===== src/rtl/vector_division_unit_pkg.sv =====
// Shared types, widths and helpers for the vector integer divide/remainder unit.
package vector_division_unit_pkg;

  localparam int unsigned VLEN  = 128;
  localparam int unsigned ELEN  = 64;
  localparam int unsigned HALF  = ELEN / 2;
  localparam int unsigned LANES = 4;
  localparam int unsigned CNT_W = 6;

  localparam logic [1:0] VSEW_32B = 2'b10;
  localparam logic [1:0] VSEW_64B = 2'b11;

  typedef enum logic [2:0] {
    ST_IDLE,
    ST_SETUP,
    ST_ITER,
    ST_FIXUP,
    ST_DONE
  } div_state_e;

  typedef struct packed {
    logic [1:0]      vsew;
    logic            is_signed;
    logic            want_rem;
    logic [VLEN-1:0] vs2;
    logic [VLEN-1:0] vs1;
  } div_req_t;

  // Two's complement magnitude of an element held in the low bits of a lane.
  function automatic logic [ELEN-1:0] magnitude(input logic [ELEN-1:0] e, input logic neg,
                                                input logic width_32);
    if (width_32) return {{HALF{1'b0}}, (neg ? HALF'(-e[HALF-1:0]) : e[HALF-1:0])};
    return neg ? ELEN'(-e) : e;
  endfunction

  // Sign restore followed by the RISC-V divide-by-zero and overflow results.
  function automatic logic [ELEN-1:0] fix_result(
    input logic [ELEN-1:0] quo,
    input logic [ELEN-1:0] rem,
    input logic [ELEN-1:0] dividend,
    input logic            neg_q,
    input logic            neg_r,
    input logic            div_zero,
    input logic            overflow,
    input logic            want_rem,
    input logic            width_32
  );
    logic [ELEN-1:0] q;
    logic [ELEN-1:0] r;
    logic [ELEN-1:0] res;
    q = neg_q ? ELEN'(-quo) : quo;
    r = neg_r ? ELEN'(-rem) : rem;
    if (div_zero) begin
      q = '1;
      r = dividend;
    end
    if (overflow) begin
      q = dividend;
      r = '0;
    end
    res = want_rem ? r : q;
    if (width_32) res = {{HALF{1'b0}}, res[HALF-1:0]};
    return res;
  endfunction

endpackage


===== src/rtl/vector_division_unit_lane.sv =====
// One 64-bit radix-2 restoring divider lane; operands are unsigned magnitudes.
module vector_division_unit_lane
  import vector_division_unit_pkg::*;
(
  input  logic            clk,
  input  logic            rst,
  input  logic            start,
  input  logic            step,
  input  logic            width_32,
  input  logic [ELEN-1:0] dividend,
  input  logic [ELEN-1:0] divisor,
  input  logic            check_ovf,
  output logic [ELEN-1:0] quotient,
  output logic [ELEN-1:0] remainder,
  output logic            div_zero,
  output logic            overflow
);

  logic [ELEN-1:0] div_q;
  logic [ELEN-1:0] min_mag;
  logic            msb;
  logic [ELEN:0]   shifted;
  logic [ELEN:0]   diff;

  // In 32-bit mode the dividend sits in the low half, so bits leave from bit 31.
  assign min_mag = width_32 ? ELEN'(64'h0000_0000_8000_0000) : {1'b1, {(ELEN-1){1'b0}}};
  assign msb     = width_32 ? quotient[HALF-1] : quotient[ELEN-1];
  assign shifted = {remainder, msb};
  assign diff    = shifted - {1'b0, div_q};

  always_ff @(posedge clk) begin
    if (rst) begin
      quotient  <= '0;
      remainder <= '0;
      div_q     <= '0;
      div_zero  <= 1'b0;
      overflow  <= 1'b0;
    end else if (start) begin
      quotient  <= dividend;
      remainder <= '0;
      div_q     <= divisor;
      div_zero  <= (divisor == '0);
      overflow  <= check_ovf && (divisor == ELEN'(1)) && (dividend == min_mag);
    end else if (step) begin
      if (!diff[ELEN]) begin
        remainder <= diff[ELEN-1:0];
        quotient  <= {quotient[ELEN-2:0], 1'b1};
      end else begin
        remainder <= shifted[ELEN-1:0];
        quotient  <= {quotient[ELEN-2:0], 1'b0};
      end
    end
  end

endmodule


===== src/rtl/vector_division_unit.sv =====
// Element-wise vdiv/vdivu/vrem/vremu on 128-bit vectors using four iterative lanes.
module vector_division_unit
  import vector_division_unit_pkg::*;
(
  input  logic            clock_i,
  input  logic            reset_i,
  input  logic            request_i,
  output logic            ready_o,
  input  logic [1:0]      vsew_i,
  input  logic            signed_i,
  input  logic            remainder_i,
  input  logic [VLEN-1:0] vs2_i,
  input  logic [VLEN-1:0] vs1_i,
  output logic [VLEN-1:0] vd_o,
  output logic            valid_o,
  input  logic            result_ready_i,
  output logic            busy_o
);

  div_state_e       state;
  div_req_t         req;
  logic [CNT_W-1:0] cnt;
  logic             sew64;
  logic             lane_start;
  logic             lane_step;
  logic [VLEN-1:0]  res_vec;

  logic [ELEN-1:0] a_raw    [LANES];
  logic [ELEN-1:0] b_raw    [LANES];
  logic [ELEN-1:0] lane_quo [LANES];
  logic [ELEN-1:0] lane_rem [LANES];
  logic [ELEN-1:0] lane_res [LANES];
  logic            lane_dz  [LANES];
  logic            lane_ovf [LANES];

  assign sew64      = (req.vsew == VSEW_64B);
  assign lane_start = (state == ST_SETUP);
  assign lane_step  = (state == ST_ITER);

  for (genvar i = 0; i < LANES; i++) begin : g_lane
    logic sign_a;
    logic sign_b;

    // Lanes 2-3 only carry SEW32 elements; in SEW64 they idle on zeros.
    if (i < 2) begin : g_wide
      assign a_raw[i] = sew64 ? req.vs2[64*i +: 64] : {{HALF{1'b0}}, req.vs2[32*i +: 32]};
      assign b_raw[i] = sew64 ? req.vs1[64*i +: 64] : {{HALF{1'b0}}, req.vs1[32*i +: 32]};
    end else begin : g_narrow
      assign a_raw[i] = sew64 ? '0 : {{HALF{1'b0}}, req.vs2[32*i +: 32]};
      assign b_raw[i] = sew64 ? '0 : {{HALF{1'b0}}, req.vs1[32*i +: 32]};
    end

    assign sign_a = req.is_signed && (sew64 ? a_raw[i][ELEN-1] : a_raw[i][HALF-1]);
    assign sign_b = req.is_signed && (sew64 ? b_raw[i][ELEN-1] : b_raw[i][HALF-1]);

    vector_division_unit_lane u_lane (
      .clk       (clock_i),
      .rst       (reset_i),
      .start     (lane_start),
      .step      (lane_step),
      .width_32  (!sew64),
      .dividend  (magnitude(a_raw[i], sign_a, !sew64)),
      .divisor   (magnitude(b_raw[i], sign_b, !sew64)),
      .check_ovf (sign_a && sign_b),
      .quotient  (lane_quo[i]),
      .remainder (lane_rem[i]),
      .div_zero  (lane_dz[i]),
      .overflow  (lane_ovf[i])
    );

    assign lane_res[i] = fix_result(lane_quo[i], lane_rem[i], a_raw[i], sign_a ^ sign_b,
                                    sign_a, lane_dz[i], lane_ovf[i], req.want_rem, !sew64);
  end

  always_comb begin
    res_vec = '0;
    if (sew64) begin
      res_vec = {lane_res[1], lane_res[0]};
    end else begin
      for (int i = 0; i < LANES; i++) res_vec[32*i +: 32] = lane_res[i][HALF-1:0];
    end
  end

  // Control FSM; ready_o/busy_o are registered alongside the state.
  always_ff @(posedge clock_i) begin
    if (reset_i) begin
      state   <= ST_IDLE;
      req     <= '0;
      cnt     <= '0;
      vd_o    <= '0;
      valid_o <= 1'b0;
      ready_o <= 1'b1;
      busy_o  <= 1'b0;
    end else begin
      case (state)
        ST_IDLE: begin
          if (request_i) begin
            req     <= '{vsew: vsew_i, is_signed: signed_i, want_rem: remainder_i,
                         vs2: vs2_i, vs1: vs1_i};
            ready_o <= 1'b0;
            busy_o  <= 1'b1;
            if (vsew_i == VSEW_32B || vsew_i == VSEW_64B) begin
              state <= ST_SETUP;
            end else begin
              vd_o  <= '0;
              state <= ST_DONE;
            end
          end
        end
        ST_SETUP: begin
          cnt   <= sew64 ? CNT_W'(63) : CNT_W'(31);
          state <= ST_ITER;
        end
        ST_ITER: begin
          if (cnt == '0) state <= ST_FIXUP;
          else           cnt   <= CNT_W'(cnt - 1'b1);
        end
        ST_FIXUP: begin
          vd_o    <= res_vec;
          valid_o <= 1'b1;
          state   <= ST_DONE;
        end
        ST_DONE: begin
          // Unsupported-width ops arrive here with valid_o low and raise it one edge later.
          if (valid_o && result_ready_i) begin
            valid_o <= 1'b0;
            ready_o <= 1'b1;
            busy_o  <= 1'b0;
            state   <= ST_IDLE;
          end else begin
            valid_o <= 1'b1;
          end
        end
        default: begin
          state   <= ST_IDLE;
          valid_o <= 1'b0;
          ready_o <= 1'b1;
          busy_o  <= 1'b0;
        end
      endcase
    end
  end

endmodule

===== config.mk =====
export PLATFORM = sky130hd
export DESIGN_NAME = vector_division_unit
export DESIGN_NICKNAME = d
export VERILOG_FILES = /design/src/rtl/vector_division_unit_pkg.sv /design/src/rtl/vector_division_unit_lane.sv /design/src/rtl/vector_division_unit.sv
export SDC_FILE = /design/constraint.sdc
export NUM_CORES = 2
export LEC_CHECK = 0
export CORE_MARGIN = 4
export CORE_UTILIZATION = 32
export DETAILED_ROUTE_END_ITERATION = 10
export PLACE_DENSITY = 0.55
export SLEW_MARGIN = 10
export SYNTH_ARGS = -nofsm -noshare
export SYNTH_HDL_FRONTEND = slang
export SYNTH_SLANG_ARGS = --single-unit

===== constraint.sdc =====
create_clock -name clock_i -period 19.1 [get_ports clock_i]
set_input_delay 3.82 -clock clock_i [delete_from_list [all_inputs] [get_ports clock_i]]
set_output_delay 3.82 -clock clock_i [all_outputs]
set_load 0.01 [all_outputs]

==> impl_metrics.prom <==
# TYPE chip_impl_metric gauge
chip_impl_info{name="run_status",value="complete, no violations"} 1
chip_impl_metric{name="finish.instance_area",unit="mm2"} 0.0955
chip_impl_metric{name="via_count_of_the_first_global_routing_pass",unit=""} 81000
chip_impl_metric{name="placement_rows",unit=""} 187
chip_impl_metric{name="vdd_ir_drop_max",unit="V"} 0.000164
chip_impl_metric{name="finalSetupTns",unit="ns"} 0
chip_impl_info{name="cts_root_buffer",value="sky130_fd_sc_hd__clkbuf_16"} 1
chip_impl_metric{name="ys_ff_latch",unit=""} 1174
chip_impl_metric{name="max_slew.worst_pin.slew",unit="ns"} 1.37
chip_impl_metric{name="chipWidth",unit="um"} 519
chip_impl_metric{name="placed_instance_area",unit="mm2"} 0.0903
chip_impl_metric{name="drive_gt1_share",unit="%"} 5.28
chip_impl_metric{name="smallest_hold_slack",unit="ns"} 0.441
chip_impl_metric{name="power.leakage",unit="nW"} 36.4
chip_impl_metric{name="wire_length_of_the_first_global_routing_pass",unit="um"} 536000
chip_impl_metric{name="finClkSkew",unit="ns"} 0.0611
chip_impl_metric{name="route.antenna.remaining_nets",unit=""} 0
chip_impl_metric{name="post_synth_inst_count",unit=""} 11600
chip_impl_metric{name="layout_worst_path_cycle_share",unit="%"} 37.2
chip_impl_info{name="final_cell_mix",value="sky130_fd_sc_hd__nand2_1 (1,514), sky130_fd_sc_hd__a21oi_1 (1,441), sky130_fd_sc_hd__dfxtp_1 (1,165)"} 1
chip_impl_metric{name="synth-edff-count",unit=""} 0
chip_impl_metric{name="design.final.nets",unit=""} 12000
chip_impl_metric{name="ys_seq_area_share",unit="%"} 28.1
chip_impl_metric{name="finalPower",unit="mW"} 10.6
chip_impl_metric{name="max_cap_violations",unit=""} 0
chip_impl_info{name="worstSetupStartpointType",value="register"} 1
chip_impl_metric{name="power_density_over_the_cells",unit="mW/mm2"} 111
chip_impl_metric{name="dp_slack",unit="ns"} 11.84
chip_impl_metric{name="worst_skew_pair.late_latency",unit="ns"} 0.85
chip_impl_metric{name="max-clock-path-buffers",unit=""} 3
chip_impl_metric{name="final_critical_path_setup_slack",unit="ns"} 12.00
chip_impl_metric{name="synth_cell_types",unit=""} 105
chip_impl_metric{name="clk_pin_slew",unit="ns"} 0.06
chip_impl_metric{name="post-dp-hpwl",unit="um"} 272000
chip_impl_metric{name="fp.dieH",unit="um"} 519
chip_impl_info{name="rsz0062_at_grt",value="false"} 1
chip_impl_metric{name="grt_usage",unit="%"} 25.7
chip_impl_metric{name="syn-mean-instance-area",unit="um2"} 7.20
chip_impl_metric{name="yosysWarningCount",unit=""} 0
chip_impl_metric{name="core",unit="mm2"} 0.260
chip_impl_metric{name="tritoncts.num_buffers",unit=""} 147
chip_impl_info{name="layout_commonest_cell",value="sky130_fd_sc_hd__nand2_1"} 1
chip_impl_metric{name="number_of_nets_in_the_synthesized_netlist",unit=""} 12200
chip_impl_metric{name="ios",unit=""} 395
chip_impl_metric{name="place_congestion",unit=""} 1.02
chip_impl_metric{name="drt_pre_antenna_iters",unit=""} 7
chip_impl_metric{name="cts.hold.buffers_added",unit=""} 0
chip_impl_info{name="end_kind",value="register"} 1
chip_impl_metric{name="grt_max_degree",unit=""} 183
chip_impl_metric{name="maxSlewHeadroom",unit="%"} 8.64
chip_impl_metric{name="synth.cell_area",unit="mm2"} 0.0837
chip_impl_metric{name="period_minus_slack",unit="ns"} 7.10
chip_impl_metric{name="setup_viol_count_final",unit=""} 0
chip_impl_info{name="critPathKind",value="reg2reg"} 1
chip_impl_metric{name="initial_antenna_violation_count",unit=""} 15
chip_impl_metric{name="async_flop_share",unit="%"} 0
chip_impl_metric{name="initial_utilization",unit="%"} 32.2
chip_impl_metric{name="numPortBuffers",unit=""} 394
chip_impl_metric{name="timing_max_transition_violations_final",unit=""} 0
chip_impl_metric{name="grt-ovfl-total",unit=""} 0
chip_impl_metric{name="via_count",unit=""} 87500
chip_impl_metric{name="required",unit="ns"} 19.83
chip_impl_metric{name="numClockSinks",unit=""} 1174
chip_impl_metric{name="critPathArrivalTime",unit="ns"} 7.83
chip_impl_info{name="tritoncts",value="built"} 1
chip_impl_metric{name="final-hold-violation-count",unit=""} 0
chip_impl_metric{name="htree_num_levels",unit=""} 4
chip_impl_metric{name="crit_path_max_fanout",unit=""} 65
chip_impl_info{name="ys_dominant_reg_cell",value="sky130_fd_sc_hd__dfxtp_1"} 1
chip_impl_metric{name="area.growth.synth_to_final",unit="%"} 14.1
chip_impl_metric{name="floorplan.die_area",unit="mm2"} 0.270
chip_impl_metric{name="post_cts_resize_count",unit=""} 0
chip_impl_metric{name="detail_route.iter0.violations",unit=""} 10200
chip_impl_metric{name="drt-wirelength-per-cell",unit="um"} 24.4
chip_impl_metric{name="register_to_register_setup_slack",unit="ns"} 12.00
chip_impl_metric{name="fmax",unit="MHz"} 141
chip_impl_metric{name="cts_setup_buffers",unit=""} 0
chip_impl_metric{name="routed_wirelength",unit="um"} 367000
chip_impl_info{name="hold_class",value="reg2reg"} 1
chip_impl_metric{name="vias_per_cell",unit=""} 5.81
chip_impl_metric{name="drc",unit=""} 0
==> final timing paths <==
path	start	to	cells past startpoint
setup / recovery	req[259]	g_lane[1].u_lane.overflow	19
hold / removal	g_lane[3].u_lane.div_q[38]	g_lane[3].u_lane.div_q[38]	2
setup reg to reg	req[259]	g_lane[1].u_lane.overflow	19
hold reg to reg	g_lane[3].u_lane.div_q[38]	g_lane[3].u_lane.div_q[38]	2
==> cell families (layout without fill, tap and decap cells) <==
family	after synthesis	in the layout	share of synthesized area (%)
simple gates	3788	3788	20.5
other cells	0	8	0
compound gates	3924	3924	29.1
buf+inv	1346	1270	6.12
mux	175	175	2.12
flops	1174	1174	28.1
xor+xnor	927	927	9.70
fa+ha+maj	288	288	4.34
==> per-stage QoR <==
step	std cells	util, %
after floorplan	11600	-
after global placement	14800	34.7
after detailed placement	14800	34.7
after CTS	15000	36.7
after global routing	15000	36.7
final	15100	36.7
==> sequential cells by signal (all words and copies together), names as in the netlist <==
| name | cells |
|---|---|
| busy_o | 1 |
| cnt | 6 |
| g_lane.u_lane.div_q | 254 |
| g_lane.u_lane.div_zero | 4 |
| g_lane.u_lane.overflow | 4 |
| g_lane.u_lane.quotient | 256 |
| g_lane.u_lane.remainder | 256 |
| ready_o | 1 |
| req | 260 |
| state | 3 |
| valid_o | 1 |
| vd_o | 128 |
==> area by class of cell <==
cell class | count | area, um2
Tap cell | 3496 | 4370
Multi-Input combinational cell | 9102 | 55300
Inverter | 398 | 1500
Timing Repair Buffer | 605 | 5570
Clock buffer | 191 | 4090
Sequential cell | 1174 | 23500
Clock inverter | 76 | 1100
Antenna cell | 8 | 20.0
Fill cell | 27700 | 164000
==> worst max-delay path, cell delays in order (launching register included) <==
cell and delay (ns):
sky130_fd_sc_hd__dfxtp_2 0.43, sky130_fd_sc_hd__buf_4 0.38, sky130_fd_sc_hd__nand2_8 0.36, sky130_fd_sc_hd__inv_8 0.54, sky130_fd_sc_hd__buf_4 0.71, sky130_fd_sc_hd__buf_4 0.72
sky130_fd_sc_hd__a21oi_1 0.27, sky130_fd_sc_hd__nor4_1 0.80, sky130_fd_sc_hd__a21oi_1 0.17, sky130_fd_sc_hd__xnor2_1 0.21, sky130_fd_sc_hd__ha_1 0.39, sky130_fd_sc_hd__and3_1 0.17
sky130_fd_sc_hd__nand3_1 0.08, sky130_fd_sc_hd__nor4_1 0.20, sky130_fd_sc_hd__nand4_1 0.13, sky130_fd_sc_hd__nor4_1 0.37, sky130_fd_sc_hd__nand4_1 0.23, sky130_fd_sc_hd__nor4_1 0.29
sky130_fd_sc_hd__nand4b_1 0.14, sky130_fd_sc_hd__o31ai_1 0.22
==> where the power goes <==
group	internal, mW	total [mW]	switching (mW)
Combinational	1.74	4.78	3.04
Sequential	2.58	2.84	0.255
Clock	1.76	3.02	1.27
==> cells in the mapped netlist, types with 104 or more instances <==
cell | count | share of area (%)
sky130_fd_sc_hd__nand2_1 | 1517 | 6.8
sky130_fd_sc_hd__a21oi_1 | 1443 | 8.6
sky130_fd_sc_hd__dfxtp_1 | 1174 | 28
sky130_fd_sc_hd__nor2_1 | 1104 | 5.0
sky130_fd_sc_hd__o21ai_0 | 814 | 4.9
sky130_fd_sc_hd__clkbuf_1 | 813 | 3.6
sky130_fd_sc_hd__xor2_1 | 505 | 5.3
sky130_fd_sc_hd__xnor2_1 | 422 | 4.4
sky130_fd_sc_hd__inv_1 | 394 | 1.8
sky130_fd_sc_hd__ha_1 | 284 | 4.2
sky130_fd_sc_hd__a22oi_1 | 278 | 2.5
sky130_fd_sc_hd__nor3_1 | 213 | 1.3
sky130_fd_sc_hd__a21o_1 | 189 | 1.7
sky130_fd_sc_hd__mux2i_1 | 165 | 2.0
sky130_fd_sc_hd__nand3_1 | 155 | 0.93
sky130_fd_sc_hd__o31ai_1 | 154 | 1.4
sky130_fd_sc_hd__a31oi_1 | 143 | 1.1
sky130_fd_sc_hd__or3_1 | 127 | 0.95
sky130_fd_sc_hd__a211oi_1 | 125 | 1.1
sky130_fd_sc_hd__nor4_1 | 104 | 0.78
==> layer usage <==
layer	share of wire, %	global-route usage (%)	vias to the layer above
met2	44	40.4	3948
met5	0.056	0	-
met1	41	32.6	41400
met3	9.1	6.33	821
li1	-	-	41200
met4	5.9	12.9	8
Note: power is estimated with default switching activity, not from simulation.
